## src/rtl/ram_arb_pkg.sv

```systemverilog
`default_nettype none
// ============================================================================
// Module      : ram_arb_pkg
// Description : Shared constants and types for the two-port RAM arbiter.
//               Holds the default RAM geometry, the port identifiers used
//               for grant indexing and read-ownership tagging, and the fixed
//               read-return latency.
// Revision    : 1.0 - initial release
// ============================================================================
package ram_arb_pkg;

  localparam int WIDTH_DEF   = 8;
  localparam int ADDRESS_DEF = 6;
  localparam int CNT_W_DEF   = 16;

  // Port identifiers double as bit positions in the req/gnt vectors.
  localparam logic PORT_A = 1'b0;
  localparam logic PORT_B = 1'b1;

  // Cycles from a read grant to the owning port's rvalid pulse.
  localparam int RD_LAT = 2;

  // One stage of the read-ownership pipe.
  typedef struct packed {
    logic valid;
    logic id;
  } pend_t;

endpackage : ram_arb_pkg
`default_nettype wire

```

## src/rtl/rr_arb2.sv

```systemverilog
`default_nettype none
// ============================================================================
// Module      : rr_arb2
// Description : Two-requester round-robin arbiter. A lone requester is
//               granted at once; on a tie the port that was not granted
//               most recently wins. The last-grant pointer moves only when
//               a grant is issued and resets to port B, so A wins the first
//               tie.
// Ports       : clk   - clock
//               rst_n - asynchronous active-low reset
//               req   - request vector, bit PORT_A / bit PORT_B
//               gnt   - one-hot (or zero) grant vector, combinational
// Revision    : 1.0 - initial release
// ============================================================================
module rr_arb2
  import ram_arb_pkg::*;
(
  input  logic       clk,
  input  logic       rst_n,
  input  logic [1:0] req,
  output logic [1:0] gnt
);

  logic r_last;  // port that received the most recent grant

  always_comb begin
    gnt = 2'b00;
    case (req)
      2'b01:   gnt = 2'b01;
      2'b10:   gnt = 2'b10;
      2'b11:   gnt = (r_last == PORT_A) ? 2'b10 : 2'b01;
      default: gnt = 2'b00;
    endcase
  end

  always_ff @(posedge clk or negedge rst_n) begin
    if (!rst_n) begin
      r_last <= PORT_B;
    end else if (|gnt) begin
      r_last <= gnt[PORT_B] ? PORT_B : PORT_A;
    end
  end

endmodule : rr_arb2
`default_nettype wire

```

## src/rtl/ram_arbiter.sv

```systemverilog
`default_nettype none
// ============================================================================
// Module      : ram_arbiter
// Description : Shares one single-port synchronous RAM between requesters A
//               and B. At most one command per cycle is driven to the RAM,
//               chosen round-robin on contention. Read data returns to the
//               issuing port RD_LAT cycles after its grant. Saturating
//               per-port grant counters are kept for debug/performance.
// Ports       : clk, rst_n              - clock, async active-low reset
//               a_req/a_wnr/a_addr/a_data - port A command
//               a_gnt                   - port A command accepted (comb)
//               a_rvalid/a_rdata        - port A read return
//               b_*                     - same set for port B
//               ram_data/ram_addr/ram_wnr - RAM command (comb)
//               ram_q                   - RAM read data, valid cycle after read
//               clr_cnt                 - synchronous clear of both counters
//               a_cnt/b_cnt             - saturating grant counters
// Revision    : 1.0 - initial release
// ============================================================================
module ram_arbiter
  import ram_arb_pkg::*;
#(
  parameter int WIDTH   = WIDTH_DEF,
  parameter int ADDRESS = ADDRESS_DEF,
  parameter int CNT_W   = CNT_W_DEF
) (
  input  logic               clk,
  input  logic               rst_n,
  // port A
  input  logic               a_req,
  input  logic               a_wnr,
  input  logic [ADDRESS-1:0] a_addr,
  input  logic [WIDTH-1:0]   a_data,
  output logic               a_gnt,
  output logic               a_rvalid,
  output logic [WIDTH-1:0]   a_rdata,
  // port B
  input  logic               b_req,
  input  logic               b_wnr,
  input  logic [ADDRESS-1:0] b_addr,
  input  logic [WIDTH-1:0]   b_data,
  output logic               b_gnt,
  output logic               b_rvalid,
  output logic [WIDTH-1:0]   b_rdata,
  // RAM side
  output logic [WIDTH-1:0]   ram_data,
  output logic [ADDRESS-1:0] ram_addr,
  output logic               ram_wnr,
  input  logic [WIDTH-1:0]   ram_q,
  // counters
  input  logic               clr_cnt,
  output logic [CNT_W-1:0]   a_cnt,
  output logic [CNT_W-1:0]   b_cnt
);

  // --------------------------------------------------------------------------
  // Arbitration
  // --------------------------------------------------------------------------
  logic [1:0] w_req;
  logic [1:0] w_gnt;

  assign w_req = {b_req, a_req};

  rr_arb2 u_arb (
    .clk   (clk),
    .rst_n (rst_n),
    .req   (w_req),
    .gnt   (w_gnt)
  );

  assign a_gnt = w_gnt[PORT_A];
  assign b_gnt = w_gnt[PORT_B];

  // --------------------------------------------------------------------------
  // RAM command mux. With no grant the RAM sees a read of address 0, which
  // has no side effect and is never tagged as pending.
  // --------------------------------------------------------------------------
  always_comb begin
    ram_wnr  = 1'b0;
    ram_addr = '0;
    ram_data = '0;
    if (w_gnt[PORT_A]) begin
      ram_wnr  = a_wnr;
      ram_addr = a_addr;
      ram_data = a_data;
    end else if (w_gnt[PORT_B]) begin
      ram_wnr  = b_wnr;
      ram_addr = b_addr;
      ram_data = b_data;
    end
  end

  // --------------------------------------------------------------------------
  // Read-ownership pipe. Stage 0 is live during the cycle ram_q is valid and
  // steers the capture into the owner's rdata; stage RD_LAT-1 is live during
  // the cycle that rdata is presented and drives rvalid.
  // --------------------------------------------------------------------------
  pend_t [RD_LAT-1:0] r_pend;
  pend_t              w_issue;

  always_comb begin
    w_issue.valid = (|w_gnt) && !ram_wnr;
    w_issue.id    = w_gnt[PORT_B] ? PORT_B : PORT_A;
  end

  always_ff @(posedge clk or negedge rst_n) begin
    if (!rst_n) begin
      r_pend <= '0;
    end else begin
      r_pend <= {r_pend[RD_LAT-2:0], w_issue};
    end
  end

  logic [WIDTH-1:0] r_a_rdata;
  logic [WIDTH-1:0] r_b_rdata;

  always_ff @(posedge clk or negedge rst_n) begin
    if (!rst_n) begin
      r_a_rdata <= '0;
      r_b_rdata <= '0;
    end else if (r_pend[RD_LAT-2].valid) begin
      if (r_pend[RD_LAT-2].id == PORT_A) begin
        r_a_rdata <= ram_q;
      end else begin
        r_b_rdata <= ram_q;
      end
    end
  end

  assign a_rdata  = r_a_rdata;
  assign b_rdata  = r_b_rdata;
  assign a_rvalid = r_pend[RD_LAT-1].valid && (r_pend[RD_LAT-1].id == PORT_A);
  assign b_rvalid = r_pend[RD_LAT-1].valid && (r_pend[RD_LAT-1].id == PORT_B);

  // --------------------------------------------------------------------------
  // Saturating grant counters; clear wins over increment.
  // --------------------------------------------------------------------------
  logic [CNT_W-1:0] r_cnt [2];

  always_ff @(posedge clk or negedge rst_n) begin
    if (!rst_n) begin
      r_cnt[0] <= '0;
      r_cnt[1] <= '0;
    end else begin
      for (int i = 0; i < 2; i++) begin
        if (clr_cnt) begin
          r_cnt[i] <= '0;
        end else if (w_gnt[i] && (r_cnt[i] != {CNT_W{1'b1}})) begin
          r_cnt[i] <= r_cnt[i] + 1'b1;
        end
      end
    end
  end

  assign a_cnt = r_cnt[PORT_A];
  assign b_cnt = r_cnt[PORT_B];

endmodule : ram_arbiter
`default_nettype wire

```

## config.mk

```make
export PLATFORM = sky130hd
export DESIGN_NAME = ram_arbiter
export DESIGN_NICKNAME = d
export VERILOG_FILES = /design/src/rtl/ram_arb_pkg.sv /design/src/rtl/rr_arb2.sv /design/src/rtl/ram_arbiter.sv
export SDC_FILE = /design/constraint.sdc
export NUM_CORES = 1
export LEC_CHECK = 0
export ABC_AREA = 1
export BUFFER_PORTS_ARGS = -buffer_cell sky130_fd_sc_hd__buf_2
export CORE_MARGIN = 4
export CORE_UTILIZATION = 50
export CTS_CLUSTER_DIAMETER = 30
export CTS_CLUSTER_SIZE = 30
export DETAILED_ROUTE_END_ITERATION = 8
export GPL_TIMING_DRIVEN = 0
export PLACE_DENSITY_LB_ADDON = 0.05
export SLEW_MARGIN = 20
export SYNTH_ARGS = -nofsm -noshare
export SYNTH_HDL_FRONTEND = slang
export SYNTH_HIERARCHICAL = 1
export SYNTH_SLANG_ARGS = --single-unit
```

## constraint.sdc

```tcl
create_clock -name clk -period 2.1 [get_ports clk]
set_input_delay 0.42 -clock clk [delete_from_list [all_inputs] [get_ports clk]]
set_output_delay 0.42 -clock clk [all_outputs]
set_load 0.05 [all_outputs]
```

Yosys cells after proc, flatten, opt, wreduce, memory -nomap -nowiden. Cells that the tools add are included.

ROM bits: 0. Latch bits: 0. Logic and storage cells: 42. Memory bits (writable): 0. Output and inout bits: 67. Input port bits: 43. Memories kept: 0. Register bits: 53.

Magnitude comparators: 0. Multiply operators: 0. Reductions and logical operators: 11. Multiplexer cells: 13. Add/sub/neg operators: 2. Shifts and indexed selects: 0. Bitwise operators: 2. Eq/ne operators: 5. Div/mod/pow operators: 0.

Operators by type and width (count): $mux 16 (4); $add 16x1->16 const B (2); $ne 16x16->1 const B (2); $mux 8 (2); $mux 6 (2); $pmux 2 s3 (1); $logic_and 1x1->1 (5); $eq 2x2->1 const B (2); $reduce_and 2->1 (2); $reduce_bool 2->1 (2); $mux 1 (3); $eq 2x1->1 const B (1); $mux 2 (1); $not 1->1 (2); $reduce_or 2->1 (1); $logic_not 1->1 (1).

Longest topological paths before layout. Gate-level depths: netlist of run 1.

Word-level depth: 6. Mapped depth: 11. Mapped depth without buffers: 10.

Cells and area by module. Netlist of run 1, hierarchy kept.

Modules (own cells, without submodules): ram_arbiter (instances 1, cells an instance 426, sequential area each 1301.2 um2, area each 2987.9 um2); rr_arb2 (instances 1, cells an instance 11, sequential area each 26.3 um2, area each 65.1 um2).

Least setup slack after synthesis of run 1. Ideal clock, no wire load.

Path kind: input port to output port. From: input port b_req. To: output port ram_addr[0]. Arrival: 2339 ps. Path slack: -659 ps. Stages: 6. Required time: 1680 ps. Cell sequence: inv_1 > a21oi_1 > buf_2 > buf_1 > nand3_1 > nand2_1.

Word-level cells in the longest chain between the ends: 4.

Ends and longest elaborated chain: start: declaration (RTL line ram_arbiter.sv:38) `input logic b_req,`; $eq 2x2->1 or $eq 2x1->1 (tied branches) (RTL line rr_arb2.sv:28) `case (req)`; $pmux 2 s3 (*) (RTL line rr_arb2.sv:28); net b_gnt (RTL line ram_arbiter.sv:42) `output logic b_gnt,`; $mux 6 (*) (RTL line ram_arbiter.sv:86) `end else if (w_gnt[PORT_B]) begin`; $mux 6 (*) (RTL line ram_arbiter.sv:82) `if (w_gnt[PORT_A]) begin`; end: declaration (RTL line ram_arbiter.sv:47) `output logic [ADDRESS-1:0] ram_addr,`.

The timed path passes the listed nets; every way through them passes the cells marked *.

Final worst setup path of run 1.
From: register u_arb.r_last. To: output port ram_addr[1].

Word-level cells in the longest chain between the ends: 4.

Ends and longest elaborated chain: start: declaration (RTL line rr_arb2.sv:24) `logic r_last;`; start signal: assignment (RTL line rr_arb2.sv:40) `r_last <= gnt[PORT_B] ? PORT_B : PORT_A;`; $mux 2 (*) (RTL line rr_arb2.sv:31) `2'b11: gnt = (r_last == PORT_A) ? 2'b10 : 2'b01;`; $pmux 2 s3 (*) (RTL line rr_arb2.sv:28); $mux 6 (RTL line ram_arbiter.sv:86); $mux 6 (*) (RTL line ram_arbiter.sv:82).

Mark *: on every way between the ends. The rest lies on a longest branch, timed or not.

==> results.tsv, run 1 <==
stage	metric	value	unit
status	status	finished, final reports clean	
synth	synth_edf_count	0	
sta	worst_slack	0.0689	ns
cts	clk_transition_reported_paths	0.11	ns
cts	cts_made_buffers	5	
floorplan	die_w	86.1	µm
floorplan	dieArea	0.00742	mm²
sta	fin_worst_skew	0.0134	ns
setup_path	r2r_start	a_cnt[0]	
flow_run	maxCapViolations	0	
cts	cts_tree	built	
cts	cts_root_buf	clkbuf_8	
placed_design	gp_congestion	0.858	
worst_hold_path	hold_path.class	input pin to asynchronous set/reset pin	
cts	htree_levels	2	
synth	synth_compound_gate_area_share	0.0602	
synth	async_reset_ff_frac	1.00	
sta	worst_pin_slew	0.665	ns
synth	synth_top_family_by_area	simple AND/OR/NAND/NOR gates	
pwr	clock_power_share	0.216	
floorplan	initial_core_util	0.516	
synth	ys.flop_type	dfrtp_1	
synth	ys_ff_latch	53	
floorplan	coreArea	0.00592	mm²
route	vias_per_cell	5.00	
synth	synth-simple-area-share	0.396	
cts	cts.sinks	53	
floorplan	num_rows	28	
setup_path	worstPathRequired	1.68	ns
setup_path	slowest_delay	0.59	ns
global_route	grt_start_max_net_pins	54	
global_route	grt_pass1_vias	2853	
final_layout	utilization	0.660	
cts	cts_buffer_depth	2	
synth	synth_top_area_share	0.426	
final_layout	n_antenna_cell	0	
final_layout	multiInputGateArea	0.00155	mm²
sta	slew_viol_final	0	
route	drt_iter0_markers	101	
final_layout	area_delta_synth_final	28.0	%
global_route	grt_remaining_overflow	0	
synth	synth_common_cells	nand2_1 (173), dfrtp_1 (52), nand3_1 (48), inv_1 (45), nor2_1 (35)	
setup_path	crit_fanout	10	
placed_design	dp_slack	-0.0733	ns
global_route	grt_use_total	0.217	
synth	synth.area.mux_share	0	
pwr	pwr-share-comb	0.358	
floorplan	die_y	86.1	µm
synth	syn-num-nets	482	
pwr	sw_frac_of_total	0.424	
pwr	powerDensity	716	mW/mm²
final_layout	fillCellCount	551	
setup_path	crit_type	flip-flop to primary output	
route	firstDrtPassIters	4	
final_layout	finalNetCount	599	
setup_path	path_cells	nand2_2 -> nand2_4 -> inv_2 -> buf_4 -> nand3_1 -> nand2_2 -> buf_4	
route	dr_wl_met3	455	µm
synth	synth.area.top_cells	dfrtp_1 (43%), nand2_1 (21%), nand3_1 (7.9%)	
cts	cts.hold.buffers_added	0	
route	wirelength	7.98	mm
synth	ys_seq_area_frac	0.435	
setup_path	end_kind	primary output	
pwr	vdd_drop_max	0.000553	V
setup_path	r2r_slack	0.30	ns
cts	clock_latency	0.32	ns
sta	hold_viol_final	0	
sta	finalSetupViolCount	0	
synth	synthCells	437	
route	route.detailed.drc	0	
global_route	grt_pass1_wl	13.1	mm
pwr	power_leakage	0.00219	µW
placed_design	dp_hpwl	5.91	mm
route	met2WireLength	4.00	mm
setup_path	r2r_cells	8	
setup_path	crit_arrival	1.61	ns
global_route	grt_antenna_before_repair	0	
synth	synth_xor_area_frac	0.0258	
placed_design	port_buffers	109	
synth	ys_types	28	
sta	holdWs	0.132	ns
setup_path	timing.rr.end	a_cnt[4]	
final_layout	regArea	0.00133	mm²
floorplan	io_pins	110	
synth	synth_area_leader_cell	dfrtp_1	
synth	yosysWarnings	6	
sta	slew_headroom	0.557	
final_layout	layout-drive-gt1-share	0.277	
route	drt-met1-wl	3.40	mm
pwr	p_total	2800	µW
route	post_drt_wl_per_cell	12.7	µm
synth	synth_area_per_cell	6.99	µm²
synth	syn_area	0.00305	mm²
sta	period_share	0.967	
route	dr.max_layer_used	met4	
sta	min_period	2.03	ns
pwr	pwr-share-seq	0.426	
route	ant_nets	0	
pwr	intPower	1610	µW
synth	synth.most_common_cell	nand2_1	
synth	synthAdderAreaFrac	0.00820	
pwr	switching_power	1190	µW
route	num_vias	3148	
setup_path	worst_setup_path_start_kind	flip-flop	
sta	timing.fmax	492	MHz
setup_path	cp_slowest_cell	dfstp_2	
## cell families (layout without fill, tap and decap cells)
logic type,after synthesis,after routing
compound gates,33,33
xor+xnor,9,9
fa+ha+maj,2,2
buf+inv,57,175
flops,53,53
simple gates,283,283
## stage by stage
step | instances | cell area, µm² | setup TNS [ns]
after floorplan | 437 | 3100 | 0
after global placement | 621 | 3740 | -0.313
after detailed placement | 621 | 3740 | -0.581
after CTS | 629 | 3880 | 0
after global routing | 630 | 3910 | -0.000418
final | 630 | 3910 | 0
## layout by cell type, fill, tap and decap left out, drive strengths merged, types with 8 or more instances in the layout
| cell type | n |
|---|---|
| a21oi | 8 |
| buf | 116 |
| clkbuf | 10 |
| dfrtp | 52 |
| inv | 46 |
| nand2 | 176 |
| nand3 | 48 |
| nand4 | 14 |
| nor2 | 42 |
| o21ai | 22 |
| xor2 | 8 |
## registers in the layout, summed over array words and instances, names as in the netlist
register	flops
a_cnt	16
a_rdata	8
b_cnt	16
b_rdata	8
r_pend	4
u_arb/r_last	1
## critical path: cells and delay by family (launching register included)
| kind | cells | cell delay (ns) |
|---|---|---|
| flip-flops | 1 | 0.59 |
| buffers and inverters | 3 | 0.42 |
| AND/OR/NAND/NOR | 4 | 0.30 |
## power groups by stage
| stage | sequential, µW | clock [µW] | combinational (µW) |
|---|---|---|---|
| floorplan | 1540 | 0 | 370 |
| global placement | 1210 | 0 | 960 |
| detailed placement | 1210 | 0 | 972 |
| CTS | 1190 | 628 | 997 |
| global route | 1210 | 666 | 1070 |
| finish | 1190 | 604 | 1000 |
## worst max-delay path by stage
stage | depth (start not counted) | endpoint | startpoint
final | 7 | ram_addr[1] | u_arb/r_last
after floorplan | 7 | ram_addr[0] | u_arb/r_last
after global placement | 10 | ram_addr[1] | b_req
after detailed placement | 10 | ram_addr[1] | b_req
after CTS | 7 | ram_addr[1] | u_arb/r_last
after global routing | 7 | ram_data[4] | u_arb/r_last
## repair_timing
item,in CTS,in global routing
pin swaps,1,1
gates resized for setup,16,7
endpoints found under the setup margin,15,12
setup buffers,2,1
## area by class of cell
type	instances	share of cell area
plain buffers	9	0.0144
clock buffers	5	0.0176
clock inverters	3	0.00640
inverters	46	0.0442
multi-input cells	327	0.397
flip-flops and latches	53	0.340
well taps	75	0.0240
repair buffers	112	0.157
## metal layers
layer  GRT usage  vias up
li1            -     1619
met3      0.0346       11
met1       0.278     1425
met5           0        -
met4      0.0691        0
met2       0.372       93
Power figures use the tool's default switching activity.
==> inputs of run 2 (changes only) <==
SYNTH_HIERARCHICAL = default   (was 1)
==> run 2 against run 1 <==
Effect of this change:
- clock power about the same
- non-clock buffer count down 2
- cell area down 0.96%
- count of clock-buffer cells in the layout unchanged
- register-to-register slack worse by 0.02 ns
- clock skew down 0.0061 ns
- routed wire length down 4.2%
- critical path depth down 2
- fmax up 0.84%
- critical endpoint is now ram_addr[4]
- largest cell class unchanged
- largest power group unchanged
==> results.tsv, run 2 <==
stage	metric	value	unit	change
setup_path	r2r_start	a_cnt[0]		
final_layout	final_cell_mix	nand2_1 (164), buf_2 (100), dfrtp_1 (52)		
sta	hold_viol_final	0		unchanged
setup_path	worst_setup_path_start_kind	flip-flop		
global_route	globalRouteMet1Util	0.272		-0.00645
setup_path	crit_type	flip-flop to primary output		
cts	clock_latency	0.31	ns	about the same
setup_path	crit_fanout	10		unchanged
route	ant_nets	0		unchanged
setup_path	end_kind	primary output		
worst_hold_path	hold_path.class	input pin to asynchronous set/reset pin		
synth	synth.most_common_cell	nand2_1		
synth	ys_ff_latch	53		unchanged
sta	min_period	2.01	ns	-0.0169 ns
setup_path	r2r_slack	0.28	ns	-0.02 ns
setup_path	path_cells	o21ai_4 -> inv_4 -> clkbuf_8 -> a22o_1 -> buf_6		
cts	cts_made_buffers	5		unchanged
pwr	powerDensity	649	mW/mm²	-9.3%
cts	htree_levels	2		unchanged
global_route	grt_antenna_before_repair	0		unchanged
placed_design	gp_congestion	0.815		-5.0%
synth	synth_edf_count	0		unchanged
setup_path	timing.rr.end	a_cnt[10]		
final_layout	final_common_cell	nand2_1		
placed_design	port_buffers	109		unchanged
route	post_drt_wl_per_cell	12.6	µm	-0.87%
synth	async_reset_ff_frac	1.00		unchanged
floorplan	num_rows	28		unchanged
synth	ys.flop_type	dfrtp_1		
cts	cts.hold.buffers_added	0		unchanged
synth	synth_area_leader_cell	dfrtp_1		
cts	cts_tree	built		
sta	timing.fmax	496	MHz	+0.84%
floorplan	coreArea	0.00592	mm²	unchanged
final_layout	instances_no_fill	609		-3.3%
route	wirelength	7.65	mm	-4.2%
cts	clk_transition_reported_paths	0.10	ns	about the same
sta	slew_headroom	0.517		-0.0400
final_layout	layout-drive-gt1-share	0.264		-0.0134
sta	fin_worst_skew	0.00728	ns	-0.00610 ns
floorplan	die_y	86.1	µm	unchanged
synth	synthCells	416		-4.8%
final_layout	finalNetCount	578		-3.5%
setup_path	path_buf_inv	3		unchanged
floorplan	initial_core_util	0.516		unchanged
setup_path	cp_slowest_cell	dfstp_2		
sta	grt_setup_unrepaired	false		
setup_path	slowest_delay	0.60	ns	about the same
global_route	grt_start_max_net_pins	54		unchanged
route	vias_per_cell	4.93		-1.4%
pwr	power_leakage	0.00222	µW	+1.4%
setup_path	crit_arrival	1.59	ns	-0.02 ns
global_route	grt_pass1_wl	12.2	mm	-6.6%
route	drt_iter0_markers	118		+17%
floorplan	dieArea	0.00742	mm²	unchanged
cts	cts_buffer_depth	2		unchanged
synth	ys_seq_area_frac	0.435		unchanged
cts	cts.sinks	53		unchanged
global_route	grt_use_met2	0.335		-0.0371
final_layout	n_antenna_cell	0		unchanged
global_route	grt_remaining_overflow	0		unchanged
synth	yosysWarnings	0		-6
cts	cts_root_buf	clkbuf_8		
setup_path	worstPathRequired	1.68	ns	about the same
placed_design	dp_hpwl	5.76	mm	-2.7%
setup_path	cpLargestDelayFamily	flip-flops		
synth	synth_top_area_share	0.426		unchanged
route	num_vias	3000		-4.7%
final_layout	area_delta_synth_final	26.8	%	
synth	synth_common_cells	nand2_1 (164), dfrtp_1 (52), inv_1 (45), nand3_1 (37), nor2_1 (33)		
pwr	p_total	2510	µW	-10%
setup_path	r2r_cells	8		unchanged
global_route	grt_use_total	0.201		-0.0153
sta	finalSetupViolCount	0		unchanged
sta	slew_viol_final	0		unchanged
placed_design	dp_cells	600		-3.4%
synth	synth.area.top_cells	dfrtp_1 (43%), nand2_1 (20%), nand3_1 (6.1%)		
route	firstDrtPassIters	4		unchanged
synth	syn-num-nets	461		-4.4%
status	status	finished, final reports clean		
route	route.detailed.drc	0		unchanged
global_route	top_usage_layer	met2		
global_route	grt_pass1_vias	2683		-6.0%
floorplan	die_w	86.1	µm	unchanged
sta	period_share	0.959		-0.00805
synth	synth_area_per_cell	7.34	µm²	+5.0%
flow_run	maxCapViolations	0		unchanged
global_route	use_met3	0.0365		+0.00192
floorplan	io_pins	110		unchanged
synth	syn_area	0.00305	mm²	unchanged
pwr	vdd_drop_max	0.000487	V	-12%
synth	ys_types	26		-7.1%
sta	worst_pin_slew	0.721	ns	+0.0560 ns
==> run 2: how the worst max path moves through the flow <==
stage | startpoint | to | slack, ns | cells past startpoint
after CTS | u_arb.r_last | ram_wnr | 0.02 | 4
after detailed placement | a_req | ram_addr[4] | -0.006 | 5
after global placement | a_req | ram_addr[4] | 0.001 | 5
final | u_arb.r_last | ram_addr[4] | 0.09 | 5
after floorplan | b_req | ram_addr[0] | 0.02 | 4
after global routing | u_arb.r_last | ram_addr[4] | 0.02 | 5
==> run 2: power by group <==
| group | internal, µW | switching (µW) | total, µW |
|---|---|---|---|
| registers | 1100 | 45.2 | 1140 |
| clock network | 243 | 359 | 602 |
| logic | 192 | 575 | 768 |
| total | 1540 | 979 | 2510 |
==> run 2: final cells by class <==
type | instances | area [µm²]
multi-input combinational | 309 | 1530
clock inverter | 3 | 26.3
inverter | 45 | 171
fill | 541 | 2050
timing repair buffer | 111 | 606
tap | 75 | 93.8
buffer | 8 | 52.6
sequential | 53 | 1330
clock buffer | 5 | 68.8
==> run 2: worst reg2reg max path, stage by stage, from the launching register on <==
cell,delay [ns]
dfrtp_1,0.42
ha_1,0.25
nand2_1,0.12
nor2_4,0.07
nand2_4,0.09
nor2_8,0.05
nor3_2,0.55
nand2_1,0.11
nand2_1,0.10
==> run 2: timing repair <==
action / in CTS / in global routing
buffers inserted: 0 / 2
gates cloned: 0 / 0
gates resized for setup: 16 / 1
pin swaps: 0 / 1
setup endpoints to repair: 11 / 15
==> run 2: logic make-up after synthesis <==
| logic type | after synthesis | share of synthesized area |
|---|---|---|
| buffers and inverters | 54 | 0.0705 |
| xor gates and xnor gates | 12 | 0.0344 |
| adders and majority gates | 2 | 0.00820 |
| DFF | 53 | 0.435 |
| and+or+nand+nor | 259 | 0.372 |
| AOI/OAI and AO/OA | 36 | 0.0799 |
==> run 2: per-layer routing <==
layer,share of wire,vias up
li1,-,1551
met5,0,-
met1,0.47,1383
met4,0.0092,0
met3,0.043,6
met2,0.48,60
==> run 2: stage by stage <==
step,setup TNS (ns),worst slack [ns],hold WS [ns],area [µm²],utilization
after floorplan,0,0.0181,0.124,3060,-
after global placement,0,0.00121,0.377,3690,0.624
after detailed placement,-0.00588,-0.00588,0.380,3700,0.624
after CTS,0,0.0245,0.167,3840,0.649
after global routing,0,0.0181,0.197,3870,0.654
final,0,0.0858,0.139,3870,0.654
==> inputs of run 3 (changes only) <==
CORE_MARGIN = default   (was 4)
==> run 3 against run 2 <==
Effect of this change:
- routed wire length increased by 0.50%
- clock skew fell by 0.0019 ns
- non-clock buffer count increased by 1
- total power up 1.2%
- hold slack worse by 0.0015 ns
- cell count rose by 0.16%
- worst setup slack got worse by 0.031 ns
- via count up 0.10%
- critical endpoint is now ram_addr[1]
- largest cell class unchanged
- largest power group unchanged
- highest routed layer unchanged
==> results.tsv, run 3 (same netlist as run 2, synthesis figures left out) <==
stage	metric	value	unit	change
placed_design	dp_hpwl	5.55	mm	-3.6%
global_route	grt_use_total	0.241		+0.0396
route	post_drt_wl_per_cell	12.6	µm	+0.33%
floorplan	die_w	80.1	µm	-7.0%
cts	cts_root_buf	clkbuf_8		
floorplan	initial_core_util	0.516		unchanged
final_layout	n_antenna_cell	0		unchanged
route	num_vias	3003		+0.10%
setup_path	path_cells	o21ai_4 -> inv_2 -> buf_6 -> a22o_1 -> buf_4		
cts	cts_buffer_depth	2		unchanged
route	route.detailed.drc	0		unchanged
cts	cts_made_buffers	5		unchanged
worst_hold_path	hold_path.class	input pin to asynchronous set/reset pin		
route	drt_iter0_markers	128		+8.5%
cts	clock_latency	0.31	ns	about the same
cts	htree_levels	2		unchanged
pwr	switching_power	1000	µW	+2.5%
final_layout	final_cell_mix	nand2_1 (164), buf_2 (100), dfrtp_1 (52)		
sta	slew_headroom	0.553		+0.0364
final_layout	utilization	0.656		+0.00211
pwr	sw_frac_of_total	0.395		+0.00522
global_route	grt_antenna_before_repair	0		unchanged
final_layout	finish.instance_area	0.00388	mm²	+0.32%
setup_path	cp_slowest_cell	dfstp_2		
final_layout	area_delta_synth_final	27.2	%	
final_layout	final_common_cell	nand2_1		
floorplan	die_y	80.1	µm	-7.0%
pwr	pwr-share-comb	0.303		-0.002
route	vias_per_cell	4.92		about the same
setup_path	crit_fanout	10		unchanged
sta	worst_slack	0.0544	ns	-0.0314 ns
final_layout	finalNetCount	579		+0.17%
sta	fin_worst_skew	0.00540	ns	-0.00188 ns
setup_path	end_kind	primary output		
sta	finalSetupViolCount	0		unchanged
sta	hold_viol_final	0		unchanged
pwr	powerDensity	655	mW/mm²	+0.84%
setup_path	r2r_start	a_cnt[0]		
setup_path	slowest_delay	0.61	ns	about the same
placed_design	gp_congestion	0.830		+1.9%
global_route	grt_pass1_wl	12.2	mm	-0.33%
placed_design	place_area	0.00370	mm²	unchanged
floorplan	io_pins	110		unchanged
global_route	grt_pass1_vias	2669		-0.52%
cts	cts_tree	built		
sta	worst_pin_slew	0.670	ns	-0.0507 ns
setup_path	crit_type	flip-flop to primary output		
global_route	grt_remaining_overflow	0		unchanged
route	firstDrtPassIters	4		unchanged
route	wirelength	7.69	mm	+0.50%
pwr	vdd_drop_max	0.000513	V	+5.4%
setup_path	worstPathRequired	1.68	ns	about the same
global_route	grt_start_max_net_pins	54		unchanged
sta	slew_viol_final	0		unchanged
sta	min_period	2.05	ns	+0.0314 ns
pwr	power_leakage	0.00223	µW	+0.28%
flow_run	maxCapViolations	0		unchanged
pwr	p_total	2540	µW	+1.2%
floorplan	num_rows	28		unchanged
pwr	pwr-share-seq	0.451		-0.004
final_layout	fillCellCount	554		+2.4%
sta	timing.fmax	489	MHz	-1.5%
cts	cts.hold.buffers_added	0		unchanged
setup_path	crit_path_start	u_arb.r_last		
sta	period_share	0.974		+0.0150
floorplan	coreArea	0.00592	mm²	unchanged
pwr	clock_power_share	0.246		+0.007
placed_design	dp_slack	0.0443	ns	+0.0502 ns
route	ant_nets	0		unchanged
pwr	intPower	1540	µW	+0.30%
placed_design	port_buffers	109		unchanged
setup_path	crit_arrival	1.63	ns	+0.04 ns
setup_path	worst_setup_path_start_kind	flip-flop		
cts	cts.sinks	53		unchanged
floorplan	dieArea	0.00642	mm²	-13%
cts	clk_transition_reported_paths	0.11	ns	about the same
final_layout	layout-drive-gt1-share	0.265		+0.00138
status	status	finished, final reports clean		
-- run 3: final timing paths --
path                            slack, ns  cells past startpoint      endpoint
worst max-delay path                 0.05                      5   ram_addr[1]
worst min-delay path                 0.14                      1     a_cnt[11]
worst max register to register       0.32                      8      a_cnt[7]
worst min register to register       0.41                      0     r_pend[2]
max in group asynchronous            1.52                      1      b_cnt[8]
min in group clk                     0.34                      4  u_arb.r_last
-- run 3: cell type report --
type                            count  area (µm²)  share of cell area
Multi-Input combinational cell    309        1530               0.393
Buffer                              8        50.0              0.0129
Timing Repair Buffer              112         623               0.160
Clock inverter                      3        26.3             0.00677
Inverter                           45         169              0.0435
Tap cell                           75        93.8              0.0242
Sequential cell                    53        1330               0.342
Clock buffer                        5        68.8              0.0177
-- run 3: layer usage --
layer,share of wire,wire [µm],global-route usage,vias up
met3,0.045,348,0.0386,7
met2,0.48,3690,0.381,68
met1,0.46,3560,0.335,1379
met4,0.011,87,0.0768,0
met5,0,0,0,-
li1,-,-,-,1549
-- run 3: worst max-delay path, delay by kind of cell (launching register included) --
kind	cells	cell delay, ns
buffers and inverters	3	0.47
DFF	1	0.61
AOI/OAI and AO/OA	2	0.23
-- run 3: repair_timing --
action	in CTS	in global routing
buffers inserted	0	3
pin swaps	1	1
endpoints found under the setup margin	11	16
gates resized for setup	14	9
-- run 3: power by group through the flow --
stage	logic, µW	registers [µW]	clock network, µW
after floorplan	278	1410	0
after global placement	732	1160	0
after detailed placement	739	1160	0
after CTS	755	1150	636
after global routing	821	1160	680
final	772	1150	626
-- run 3: through the flow --
step                TNS [ns]  cells  hold slack [ns]
finish                     0    610            0.138
global route         -0.0694    610            0.183
CTS                        0    607            0.165
detailed placement         0    600            0.387
global placement           0    600            0.379
floorplan                  0    416            0.124
